===== src/rtl/morse_decoder.sv =====
// Morse key decoder: times presses/releases on a tick timebase and emits ITU character codes.
// Optional MORSE_WORD_GAP_EN adds a WORD state that emits a space (code 62) after a long pause.
module morse_decoder #(
   parameter int TICK_DIV   = 100000,
   parameter int DASH_TICKS = 300,
   parameter int GAP_TICKS  = 600,
   parameter int WORD_TICKS = 1400
) (
   input  logic       clk,
   input  logic       rst,
   input  logic       en,
   input  logic       key_in,
   output logic [5:0] char_code,
   output logic       char_valid,
   output logic       err,
   output logic [2:0] sym_count,
   output logic [4:0] sym_bits,
   output logic [2:0] o_dbg_state
);
   localparam int CNT_MAX = (WORD_TICKS > GAP_TICKS) ?
                            ((WORD_TICKS > DASH_TICKS) ? WORD_TICKS : DASH_TICKS) :
                            ((GAP_TICKS > DASH_TICKS) ? GAP_TICKS : DASH_TICKS);
   localparam int CNT_W   = $clog2(CNT_MAX + 1);
   localparam int PRE_W   = (TICK_DIV > 1) ? $clog2(TICK_DIV) : 1;

   typedef enum logic [2:0] {S_IDLE, S_PRESS, S_GAP, S_EMIT, S_WORD} state_t;

   state_t             r_state;
   logic               r_key_meta;
   logic               r_key_s;
   logic [PRE_W-1:0]   r_presc;
   logic [CNT_W-1:0]   r_press_cnt;
   logic [CNT_W-1:0]   r_gap_cnt;
   logic               r_ovf;
   logic [5:0]         r_char_code;
   logic               r_char_valid;
   logic               r_err;
   logic [2:0]         r_sym_count;
   logic [4:0]         r_sym_bits;

   logic               w_tick;
   logic               w_dash;
   logic [5:0]         w_code;
   logic [5:0]         w_emit_code;

   // Pattern bit i is symbol i (first symbol in bit 0), 1 = dash; unused upper bits are always 0.
   function automatic logic [5:0] lookup(input logic [2:0] cnt, input logic [4:0] bits);
      logic [5:0] code;
      code = 6'd63;
      case ({cnt, bits})
         {3'd2, 5'b00010}: code = 6'd10;
         {3'd4, 5'b00001}: code = 6'd11;
         {3'd4, 5'b00101}: code = 6'd12;
         {3'd3, 5'b00001}: code = 6'd13;
         {3'd1, 5'b00000}: code = 6'd14;
         {3'd4, 5'b00100}: code = 6'd15;
         {3'd3, 5'b00011}: code = 6'd16;
         {3'd4, 5'b00000}: code = 6'd17;
         {3'd2, 5'b00000}: code = 6'd18;
         {3'd4, 5'b01110}: code = 6'd19;
         {3'd3, 5'b00101}: code = 6'd20;
         {3'd4, 5'b00010}: code = 6'd21;
         {3'd2, 5'b00011}: code = 6'd22;
         {3'd2, 5'b00001}: code = 6'd23;
         {3'd3, 5'b00111}: code = 6'd24;
         {3'd4, 5'b00110}: code = 6'd25;
         {3'd4, 5'b01011}: code = 6'd26;
         {3'd3, 5'b00010}: code = 6'd27;
         {3'd3, 5'b00000}: code = 6'd28;
         {3'd1, 5'b00001}: code = 6'd29;
         {3'd3, 5'b00100}: code = 6'd30;
         {3'd4, 5'b01000}: code = 6'd31;
         {3'd3, 5'b00110}: code = 6'd32;
         {3'd4, 5'b01001}: code = 6'd33;
         {3'd4, 5'b01101}: code = 6'd34;
         {3'd4, 5'b00011}: code = 6'd35;
         {3'd5, 5'b11111}: code = 6'd0;
         {3'd5, 5'b11110}: code = 6'd1;
         {3'd5, 5'b11100}: code = 6'd2;
         {3'd5, 5'b11000}: code = 6'd3;
         {3'd5, 5'b10000}: code = 6'd4;
         {3'd5, 5'b00000}: code = 6'd5;
         {3'd5, 5'b00001}: code = 6'd6;
         {3'd5, 5'b00011}: code = 6'd7;
         {3'd5, 5'b00111}: code = 6'd8;
         {3'd5, 5'b01111}: code = 6'd9;
         default:          code = 6'd63;
      endcase
      return code;
   endfunction

   assign w_tick      = (r_presc == PRE_W'(TICK_DIV - 1));
   assign w_dash      = (r_press_cnt >= CNT_W'(DASH_TICKS));
   assign w_code      = lookup(r_sym_count, r_sym_bits);
   assign w_emit_code = r_ovf ? 6'd63 : w_code;

   always_ff @(posedge clk or posedge rst) begin
      if (rst) begin
         r_state      <= S_IDLE;
         r_key_meta   <= 1'b0;
         r_key_s      <= 1'b0;
         r_presc      <= '0;
         r_press_cnt  <= '0;
         r_gap_cnt    <= '0;
         r_ovf        <= 1'b0;
         r_char_code  <= 6'd0;
         r_char_valid <= 1'b0;
         r_err        <= 1'b0;
         r_sym_count  <= 3'd0;
         r_sym_bits   <= 5'd0;
      end else begin
         r_key_meta   <= key_in;
         r_key_s      <= r_key_meta;
         r_presc      <= w_tick ? '0 : r_presc + 1'b1;
         r_char_valid <= 1'b0;
         r_err        <= 1'b0;
         if (!en) begin
            r_state     <= S_IDLE;
            r_press_cnt <= '0;
            r_gap_cnt   <= '0;
            r_ovf       <= 1'b0;
            r_sym_count <= 3'd0;
            r_sym_bits  <= 5'd0;
         end else begin
            case (r_state)
               S_IDLE: begin
                  if (r_key_s) begin
                     r_state     <= S_PRESS;
                     r_press_cnt <= '0;
                  end
               end
               S_PRESS: begin
                  if (!r_key_s) begin
                     if (r_sym_count < 3'd5) begin
                        r_sym_bits  <= r_sym_bits | (5'(w_dash) << r_sym_count);
                        r_sym_count <= r_sym_count + 3'd1;
                     end else begin
                        r_ovf <= 1'b1;
                     end
                     r_gap_cnt <= '0;
                     r_state   <= S_GAP;
                  end else if (w_tick && (r_press_cnt < CNT_W'(DASH_TICKS))) begin
                     r_press_cnt <= r_press_cnt + 1'b1;
                  end
               end
               S_GAP: begin
                  if (r_key_s) begin
                     r_state     <= S_PRESS;
                     r_press_cnt <= '0;
                  end else if (w_tick) begin
                     r_gap_cnt <= r_gap_cnt + 1'b1;
                     // Strobe is launched here so it is visible in the EMIT cycle itself.
                     if (r_gap_cnt == CNT_W'(GAP_TICKS - 1)) begin
                        r_state      <= S_EMIT;
                        r_char_valid <= 1'b1;
                        r_char_code  <= w_emit_code;
                        r_err        <= (w_emit_code == 6'd63);
                     end
                  end
               end
               S_EMIT: begin
                  r_sym_count <= 3'd0;
                  r_sym_bits  <= 5'd0;
                  r_ovf       <= 1'b0;
                  if (w_tick) r_gap_cnt <= r_gap_cnt + 1'b1;
`ifdef MORSE_WORD_GAP_EN
                  r_state <= S_WORD;
`else
                  r_state <= S_IDLE;
`endif
               end
`ifdef MORSE_WORD_GAP_EN
               S_WORD: begin
                  if (r_key_s) begin
                     r_state     <= S_PRESS;
                     r_press_cnt <= '0;
                  end else if (w_tick) begin
                     r_gap_cnt <= r_gap_cnt + 1'b1;
                     if (r_gap_cnt >= CNT_W'(WORD_TICKS - 1)) begin
                        r_state      <= S_IDLE;
                        r_char_valid <= 1'b1;
                        r_char_code  <= 6'd62;
                     end
                  end
               end
`endif
               default: r_state <= S_IDLE;
            endcase
         end
      end
   end

   assign char_code   = r_char_code;
   assign char_valid  = r_char_valid;
   assign err         = r_err;
   assign sym_count   = r_sym_count;
   assign sym_bits    = r_sym_bits;
   assign o_dbg_state = r_state;
endmodule


===== config.mk =====
export PLATFORM = sky130hd
export DESIGN_NAME = morse_decoder
export DESIGN_NICKNAME = d
export VERILOG_FILES = /design/src/rtl/morse_decoder.sv
export SDC_FILE = /design/constraint.sdc
export NUM_CORES = 1
export LEC_CHECK = 0
export ABC_AREA = 1
export BUFFER_PORTS_ARGS = -buffer_cell sky130_fd_sc_hd__buf_2
export CAP_MARGIN = 20
export CORE_ASPECT_RATIO = 1.25
export CORE_MARGIN = 2
export CORE_UTILIZATION = 55
export CTS_CLUSTER_DIAMETER = 40
export CTS_CLUSTER_SIZE = 10
export DETAILED_ROUTE_END_ITERATION = 8
export PLACE_DENSITY = 0.85
export SLEW_MARGIN = 20
export SYNTH_ARGS = -nofsm -noshare
export SYNTH_HDL_FRONTEND = slang
export SYNTH_SLANG_ARGS = --single-unit

===== constraint.sdc =====
create_clock -name clk -period 1.9 [get_ports clk]
set_input_delay 0.19 -clock clk [delete_from_list [all_inputs] [get_ports clk]]
set_output_delay 0.19 -clock clk [all_outputs]
set_load 0.005 [all_outputs]

# Word-level counts from Yosys, hierarchy flattened
# Cells that the tools add are included.
[totals]
elab_cells = 128
regBits = 61
input_bits = 4
out_inout_bits = 19
[op_classes]
reduce_logical = 9
muxes = 42
add_sub_neg = 4
shift = 1
bitwise_logic = 2
n_eq_ne = 55
order_cmp = 3
[ops]
columns = ["op", "n"]
rows = [
  ["one-hot mux 6 bit (36 select lines)", 1],
  ["equality test 8 bit (second input constant)", 22],
  ["equality test 8 x 7 -> 1 bit (second input constant)", 12],
  ["two-way mux 11 bit", 8],
  ["one-hot mux 11 bit (3 select lines)", 1],
  ["two-way mux 3 bit", 9],
  ["adder 11 x 1 -> 11 bit (second input constant)", 2],
  ["one-hot mux 11 bit (2 select lines)", 1],
  ["inequality test 3 bit (second input constant)", 7],
  ["adder 17 x 1 -> 17 bit (second input constant)", 1],
  ["equality test 17 bit (second input constant)", 1],
  ["two-way mux 17 bit", 1],
  ["equality test 8 x 6 -> 1 bit (second input constant)", 2],
  ["two-way mux 5 bit", 3],
  ["two-way mux 1 bit", 13],
  ["equality test 11 x 10 -> 1 bit (second input constant)", 1],
  ["greater-or-equal comparator 11 x 9 -> 1 bit (second input constant)", 1],
  ["less-than comparator 11 x 9 -> 1 bit (second input constant)", 1],
  ["one-hot mux 5 bit (2 select lines)", 1],
  ["one-hot mux 3 bit (3 select lines)", 1],
  ["AND reduction 3 bit", 3],
  ["inequality test 4 bit (second input constant)", 2],
  ["AND reduction 4 bit", 2],
  ["equality test 3 x 2 -> 1 bit (second input constant)", 2],
  ["other kinds (17)", 18],
]

# Longest topological paths before layout
# Gate-level depths: netlist of run 1.
[depth]
word_depth = 9
mapped_depth = 13
ltp_nobuf = 13

# Worst setup path before layout of run 1
# No wires, ideal clock.
[synth_timing]
path_type = "register to register"
start = "reg r_state[0] (netlist: o_dbg_state[0])"
end = "reg r_gap_cnt[2]"
t_arrival_ps = 1695
setup_ps = 73
t_required_ps = 1827
path_buffers = 1
path_stages_with_launch = 11
synth_period_minus_slack_ps = 1768
slack_ps = 132
path_cell_list = "dfrtp_1 -> inv_1 -> ha_1 -> nor2_1 -> nor2_1 -> nand2_1 -> nand2_2 -> inv_2 -> buf_6 -> nand2_1 -> a21oi_2"
[synth_between]
elab_chain_len = 3
word_cells_on_any_way = 9
classes_between = "eq/ne (6); mux (2); reduce/logical (1)"
[synth_rtl]
columns = ["element", "line", "rtl"]
rows = [
  ["start, declared", "28", "state_t r_state;"],
  ["start signal, assigned", "99", "r_state <= S_IDLE;"],
  ["start signal, assigned", "118", "r_state <= S_IDLE;"],
  ["start signal, assigned", "128", "r_state <= S_PRESS;"],
  ["equality test 3 x 2 -> 1 bit / equality test 3 x 1 -> 1 bit (equally long branches)", "125", "case (r_state)"],
  ["inequality test 4 x 1 -> 1 bit (no source line) (tied with other cells)", "--", ""],
  ["AND reduction 3 bit (no source line) / two-way mux 11 bit (equally long branches)", "--", ""],
  ["end signal, assigned", "151", "r_gap_cnt <= r_gap_cnt + 1'b1;"],
  ["end signal, assigned", "165", "if (w_tick) r_gap_cnt <= r_gap_cnt + 1'b1;"],
  ["end, declared", "33", "logic [CNT_W-1:0] r_gap_cnt;"],
]
# Parallel ways exist; a longest one is shown, timed or not.
# A chain may end at the register's enable or synchronous reset.

# Worst setup path after layout of run 1
[layout_timing]
start = "reg r_state[0] (netlist: o_dbg_state[0])"
end = "reg r_gap_cnt[7]"
# Same word-level chain as after synthesis.

==> results of run 1 <==
## kinds of logic after synthesis
logic type	synth area share, %
and+or+nand+nor	36.4
buffers and inverters	8.46
AOI/OAI and AO/OA	10.5
DFF	38.4
xor gates and xnor gates	3.14
adders and majority gates	2.88
other	0.0960
## sequential cells by signal, indices dropped and copies added (netlist names)
signal and count:
o_dbg_state 2, err 1, sym_count 3, sym_bits 5
r_press_cnt 11, char_code 6, r_ovf 1, r_presc 17
r_key_s 1, r_gap_cnt 11, char_valid 1, r_key_meta 1
## power by group through the flow
stage	Clock (uW)	Sequential, uW	Combinational (uW)
3_5_place_dp	0	1510	1540
4_1_cts	1090	1490	1570
5_1_grt	1150	1520	1970
3_3_place_gp	0	1500	1510
6_report	1060	1500	1760
2_1_floorplan	0	1490	1230
## timing repair
item	in CTS	in global routing
gates resized for setup	1	31
hold buffers	2	0
setup endpoints to repair	6	39
pin swaps	0	2
hold endpoints to repair	15	0
buffers inserted	0	4
## layout make-up
type | instances | area [um2] | share of cell area [%]
Clock buffer | 9 | 124 | 2.75
Clock inverter | 7 | 58.8 | 1.31
Inverter | 75 | 288 | 6.39
Multi-Input combinational cell | 414 | 2170 | 48.1
Sequential cell | 60 | 1510 | 33.4
Tap cell | 90 | 113 | 2.50
Timing Repair Buffer | 38 | 250 | 5.55
## metrics by stage
step	setup TNS, ns	util (%)
floorplan	0	-
global placement	0	60.2
detailed placement	-0.0283	60.2
CTS	0	63.1
global route	-0.0120	65.0
finish	0	65.0
## metal layers
layer | GRT usage, % | wire length (um)
met2 | 38.7 | 4300
met5 | 0 | 0
met4 | 15.5 | 340
met1 | 29.2 | 3750
met3 | 3.88 | 421
## cells in the mapped netlist (all sizes together)
cell type | n | area [um2]
nor3b | 1 | 7.51
a21boi | 1 | 7.51
inv | 74 | 280
a21oi | 26 | 149
a31oi | 1 | 6.26
conb | 1 | 3.75
o211ai | 2 | 15.0
dfrtp | 60 | 1500
a2bb2oi | 1 | 8.76
ha | 9 | 113
a21o | 1 | 7.51
clkinv | 1 | 5.00
nand3b | 2 | 18.8
nor4 | 1 | 6.26
o21bai | 1 | 7.51
xor2 | 10 | 87.6
clkbuf | 1 | 3.75
nand2 | 159 | 617
o21ai | 32 | 194
o31ai | 1 | 7.51
and3 | 1 | 6.26
nor2 | 94 | 378
nand3 | 30 | 173
a211o | 1 | 8.76
xnor2 | 4 | 35.0
nor3 | 14 | 70.1
buf | 4 | 41.3
nand4 | 15 | 109
or2 | 6 | 37.5
## worst paths after layout
| check | from | endpoint | slack [ns] | cells after the start |
|---|---|---|---|---|
| max | o_dbg_state[0] | r_gap_cnt[7] | 0.11 | 9 |
| min | en | r_gap_cnt[5] | 0.32 | 4 |
| max reg2reg | o_dbg_state[0] | r_gap_cnt[7] | 0.11 | 9 |
| min reg2reg | r_key_meta | r_key_s | 0.35 | 0 |
| max in group asynchronous | rst | o_dbg_state[0] | 1.00 | 4 |
| min in group asynchronous | rst | char_code[2] | 0.33 | 3 |
## worst reg2reg max path, delay by kind of cell, from the launching register on
kind	cells	cell delay [ns]
flops	1	0.47
simple gates	3	0.37
buf+inv	3	0.29
compound gates	2	0.28
fa+ha+maj	1	0.26
==> summary.md, run 1 <==
| Metric | Value |
|---|---|
| Most frequent cells in the layout | `nand2_1, nor2_1, inv_1` |
| Worst VDD drop | `0.000540 V` |
| Worst skew pair latency | `0.36 ns` |
| Cell area after synthesis | `3900 um2` |
| Chip Height | `98.2 um` |
| Routed length per instance | `12.7 um` |
| CTS clk-pin slew, worst paths | `about 0.08 ns` |
| Total power draw | `4320 uW` |
| Syn Nets | `around 570` |
| Seq/Total Area, Yosys | `38.4%` |
| Routed via count | `3732` |
| CORE AREA | `6930 um2` |
| Pre-CTS setup slack | `-0.0161 ns` |
| Syn Inst Count | `around 550` |
| Clock share of power | `24.6%` |
| TritonRoute pass-1 iters | `7` |
| Most common cell after layout, fill and taps aside | `nand2_1` |
| H-Tree Depth | `3` |
| Avg Cell Area, Syn | `7.05 um2` |
| CTS tree | `done` |
| Worst Path Arrival | `2.01 ns` |
| Root Buffer | `clkbuf_8` |
| Placed Cells | `671` |
| Area post-placement | `4170 um2` |
| Sequential share of power | `34.8%` |
| # IOs | `23` |
| Crit-path cells | `ha_1, nor2_4, inv_1, o21bai_1, inv_1, nand2_4, inv_4, nand3_1, o21ai_0` |
| Fill cell count | `slightly above 600` |
| Max-slew violations | `0` |
| Post-synth cell types | `45` |
| Setup crit end kind | `register` |
| Vias per cell | `5.39` |
| P_sw | `1890 uW` |
| Ant diodes | `0` |
| Final cell count without fillers | `693` |
| Die area | `between 7000 and 8000 um2` |
| CTS max path bufs | `2` |
| CP Launch Type | `register` |
| Critical Path Fanout Max | `14` |
| Global-route wire length before repair | `14900 um` |
| Leakage power | `roughly 0.0022 uW` |
| Switching fraction of total power | `43.6%` |
| Combinational share of power | `around 40%` |
| Fin. Hold Viols | `0` |
| Via count of the first global-routing pass | `3522` |
| Crit share post-route | `94.4%` |
| Hold Slack | `0.316 ns` |
| Area Overhead vs Synth | `15.4%` |
| All-Layer GR Usage | `between 20% and 30%` |
| Crit Path Category | `register to register` |
| # DRC | `0` |
| FP Rows | `34` |
| CTS buffer count | `9` |
| Clock Sinks | `60` |
| CP max-delay cell | `dfrtp_2` |
| # setup viols final | `0` |
| Initial antenna violation count | `0` |
| Largest net degree at the start of global routing | `47` |
| Final Critical Period | `1.79 ns` |
| Worst setup margin | `0.106 ns` |
| CP Buf/Inv Count | `3` |
| Final instance area | `4510 um2` |
| Die width | `79.4 um` |
| #FFs+latches synth | `60` |
| Port bufs | `21` |
| Remaining Overflow, GRT | `0` |
| Cell Pwr Density | `959 nW/um2` |
| Antenna violation net count after detailed routing | `0` |
| Critical path required time | `2.12 ns` |
| Total wire length | `8810 um` |
| Crit-path leading delay family | `flip-flops` |
| Nets | `611` |
| Synth warnings | `0` |
| Outcome | `finished clean` |
| Routability cong. | `0.914` |
| Max Cap Viol | `0` |
| Hold Path Class | `input pin to register` |
| HPWL after DPL | `between 6000 and 7000 um` |
| Share of layout cells above drive strength 1 | `20.2%` |
| CP most frequent cell | `inv_1` |
| CP max stage delay | `~0.47 ns` |
| Clk_skew | `0.0148 ns` |
| Cell Int Power | `2440 uW` |
| Max Fclk | `558 MHz` |
| Initial Util | `a little under three fifths` |
| Initial DRC Count | `253` |
Note: power is estimated with default switching activity, not from simulation.
==> run 2: changes to the inputs <==
--- a/config.mk
+++ b/config.mk
@@ -15,6 +15,7 @@
 export CTS_CLUSTER_SIZE = 10
 export DETAILED_ROUTE_END_ITERATION = 8
 export PLACE_DENSITY = 0.85
+export RECOVER_POWER = 100
 export SLEW_MARGIN = 20
 export SYNTH_ARGS = -nofsm -noshare
 export SYNTH_HDL_FRONTEND = slang
==> run 2 against run 1 <==
Against the previous run:
- count of clock-buffer cells in the layout unchanged
- hold slack improved by 0.0012 ns
- first-iteration DRC count fell by 11%
- non-clock buffer count did not move
- flip-flop and latch count unchanged
- final area is 1.3% lower
- fmax rose by 0.46%
- die area unchanged
==> summary.md, run 2 (synthesis results as in run 1) <==
| Metric | Value |
|---|---|
| Clock Sinks | `60 (unchanged)` |
| CORE AREA | `6930 um2 (unchanged)` |
| Root Buffer | `clkbuf_8 (unchanged)` |
| Initial antenna violation count | `0 (unchanged)` |
| Largest register FFs | `17 (unchanged)` |
| # setup viols final | `0 (unchanged)` |
| CTS clk-pin slew, worst paths | `0.08 ns (about the same)` |
| Routed via count | `3735 (was 3732)` |
| Total power draw | `4290 uW (was 4320 uW)` |
| Chip Height | `98.2 um (unchanged)` |
| Total wire length | `8850 um (was 8810 um)` |
| Hold Crit Depth | `4 (unchanged)` |
| HPWL after DPL | `6570 um (unchanged)` |
| Hold Path Class | `input pin to register (unchanged)` |
| Outcome | `finished clean (unchanged)` |
| M1 WL | `3820 um (was 3750 um)` |
| Routability cong. | `0.914 (unchanged)` |
| CTS tree | `done (unchanged)` |
| CP Launch Type | `register (unchanged)` |
| Worst Path Arrival | `2.01 ns (about the same)` |
| Clk_skew | `0.0152 ns (was 0.0148 ns)` |
| RR Startpoint | `o_dbg_state[0] (unchanged)` |
| Final cell count without fillers | `693 (unchanged)` |
| TritonRoute pass-1 iters | `5 (was 7)` |
| Cells on worst reg2reg path | `9 (unchanged)` |
| Ant diodes | `0 (unchanged)` |
| Critical path required time | `2.12 ns (about the same)` |
| Switching fraction of total power | `43.5% (was 43.6%)` |
| Cell Int Power | `2420 uW (was 2440 uW)` |
| Crit share post-route | `94.0% (was 94.4%)` |
| P_sw | `1860 uW (was 1890 uW)` |
| Largest net degree at the start of global routing | `47 (unchanged)` |
| Critical Path Fanout Max | `14 (unchanged)` |
| Port bufs | `21 (unchanged)` |
| Global-route wire length before repair | `14900 um (unchanged)` |
| Worst-margin pin slew | `just over 0.6 ns` |
| # IOs | `23 (unchanged)` |
| Via count of the first global-routing pass | `3522 (unchanged)` |
| Most frequent cells in the layout | `nand2_1, nor2_1, inv_1 (unchanged)` |
| Final Critical Period | `1.79 ns (about the same)` |
| Clock share of power | `24.8% (was 24.6%)` |
| Fin util | `64.1% (was 65.0%)` |
| Fin. Hold Viols | `0 (unchanged)` |
| Fill cell count | `623 (was 605)` |
| WL met3 | `367 um (was 421 um)` |
| Die area | `7790 um2 (unchanged)` |
| Leakage power | `0.00218 uW (was 0.00222 uW)` |
| Largest regs | `r_presc (17), r_gap_cnt (11), r_press_cnt (11) (unchanged)` |
| Antenna violation net count after detailed routing | `0 (unchanged)` |
| FP Rows | `34 (unchanged)` |
| Share of layout cells above drive strength 1 | `17.6% (was 20.2%)` |
| Crit Path Category | `register to register (unchanged)` |
| Die width | `79.4 um (unchanged)` |
| Sequential share of power | `35.1% (was 34.8%)` |
| Worst skew pair latency | `0.36 ns (about the same)` |
| All-Layer GR Usage | `23.9% (unchanged)` |
| Routed length per instance | `12.8 um (was 12.7 um)` |
| Hold Slack | `0.318 ns (was 0.316 ns)` |
| Worst Hold Endpoint | `r_gap_cnt[5] (unchanged)` |
| Max Cap Viol | `0 (unchanged)` |
| Hold path startpoint | `en (unchanged)` |
| Most common cell after layout, fill and taps aside | `nand2_1 (unchanged)` |
| Vias per cell | `5.39 (about the same)` |
| Placed Cells | `671 (unchanged)` |
| # DRC | `0 (unchanged)` |
| Nets | `611 (unchanged)` |
| Slew HR | `58.8%` |
| R2r setup slk | `0.11 ns (about the same)` |
| Cell Pwr Density | `965 nW/um2 (was 959 nW/um2)` |
| Worst VDD drop | `0.000527 V (was 0.000540 V)` |
| H-Tree Depth | `3 (unchanged)` |
| Area Overhead vs Synth | `13.9% (was 15.4%)` |
| Initial DRC Count | `226 (was 253)` |
| Max-slew violations | `0 (unchanged)` |
| Combinational share of power | `40.1% (was 40.6%)` |
| Max Fclk | `560 MHz (was 558 MHz)` |
| CTS max path bufs | `2 (unchanged)` |
| Metal2 WL | `4320 um (was 4300 um)` |
| Top sig layer | `met4 (unchanged)` |
| RR Endpoint | `r_gap_cnt[7] (unchanged)` |
| Biggest register | `r_presc (unchanged)` |
| Initial Util | `56.3% (unchanged)` |
| CTS buffer count | `9 (unchanged)` |
| Remaining Overflow, GRT | `0 (unchanged)` |
| Setup crit end kind | `register (unchanged)` |
-- run 2: worst max path at each step --
stage                     slack (ns)      startpoint  cells past startpoint           end
after CTS                      0.003  o_dbg_state[0]                      7  r_gap_cnt[8]
after floorplan                 0.13  o_dbg_state[0]                     10  r_gap_cnt[2]
after global routing          -0.006    sym_count[1]                     13  char_code[4]
final                           0.11  o_dbg_state[0]                      9  r_gap_cnt[7]
after global placement           0.1  o_dbg_state[1]                     10  sym_count[2]
after detailed placement       -0.02  o_dbg_state[0]                      9  sym_count[2]
-- run 2: timing repair --
item / 4_1_cts / 5_1_grt
resized for setup: 1 / 31
endpoints found under the setup margin: 6 / 39
pin swaps: 0 / 2
hold buffers: 2 / 0
buffers inserted: 0 / 4
endpoints found under the hold margin: 15 / 0
-- run 2: metrics by stage --
stage | instance area [um2] | setup WS, ns | TNS, ns
finish | 4450 | 0.115 | 0
global route | 4450 | -0.00649 | -0.0122
CTS | 4380 | 0.00311 | 0
detailed placement | 4170 | -0.0161 | -0.0283
global placement | 4170 | 0.0966 | 0
floorplan | 3910 | 0.132 | 0
-- run 2: layer usage --
layer / vias to the layer above / GRT usage [%]
met5: - / 0
met4: 0 / 15.5
met3: 33 / 3.88
met2: 106 / 38.7
met1: 1744 / 29.2
li1: 1852 / -
-- run 2: power by group through the flow --
stage               registers (uW)  clock network [uW]  logic, uW
floorplan                     1490                   0       1230
global placement              1500                   0       1510
detailed placement            1510                   0       1540
CTS                           1490                1090       1570
global route                  1520                1150       1930
finish                        1500                1060       1720
-- run 2: area by class of cell --
| cell class | count | area (um2) | area share (%) |
|---|---|---|---|
| multi-input combinational | 414 | 2130 | 47.9 |
| sequential | 60 | 1510 | 33.8 |
| inverter | 75 | 288 | 6.47 |
| timing repair buffer | 38 | 229 | 5.15 |
| clock buffer | 9 | 124 | 2.79 |
| tap | 90 | 113 | 2.53 |
| clock inverter | 7 | 58.8 | 1.32 |
-- run 2: worst max-delay path: stages (launching register included) --
cell and delay (ns):
dfrtp_2 0.46, ha_1 0.26, nor2_4 0.15, inv_1 0.09, o21bai_1 0.16, inv_1 0.12, nand2_4 0.12, inv_4 0.08
nand3_1 0.09, o21ai_0 0.12
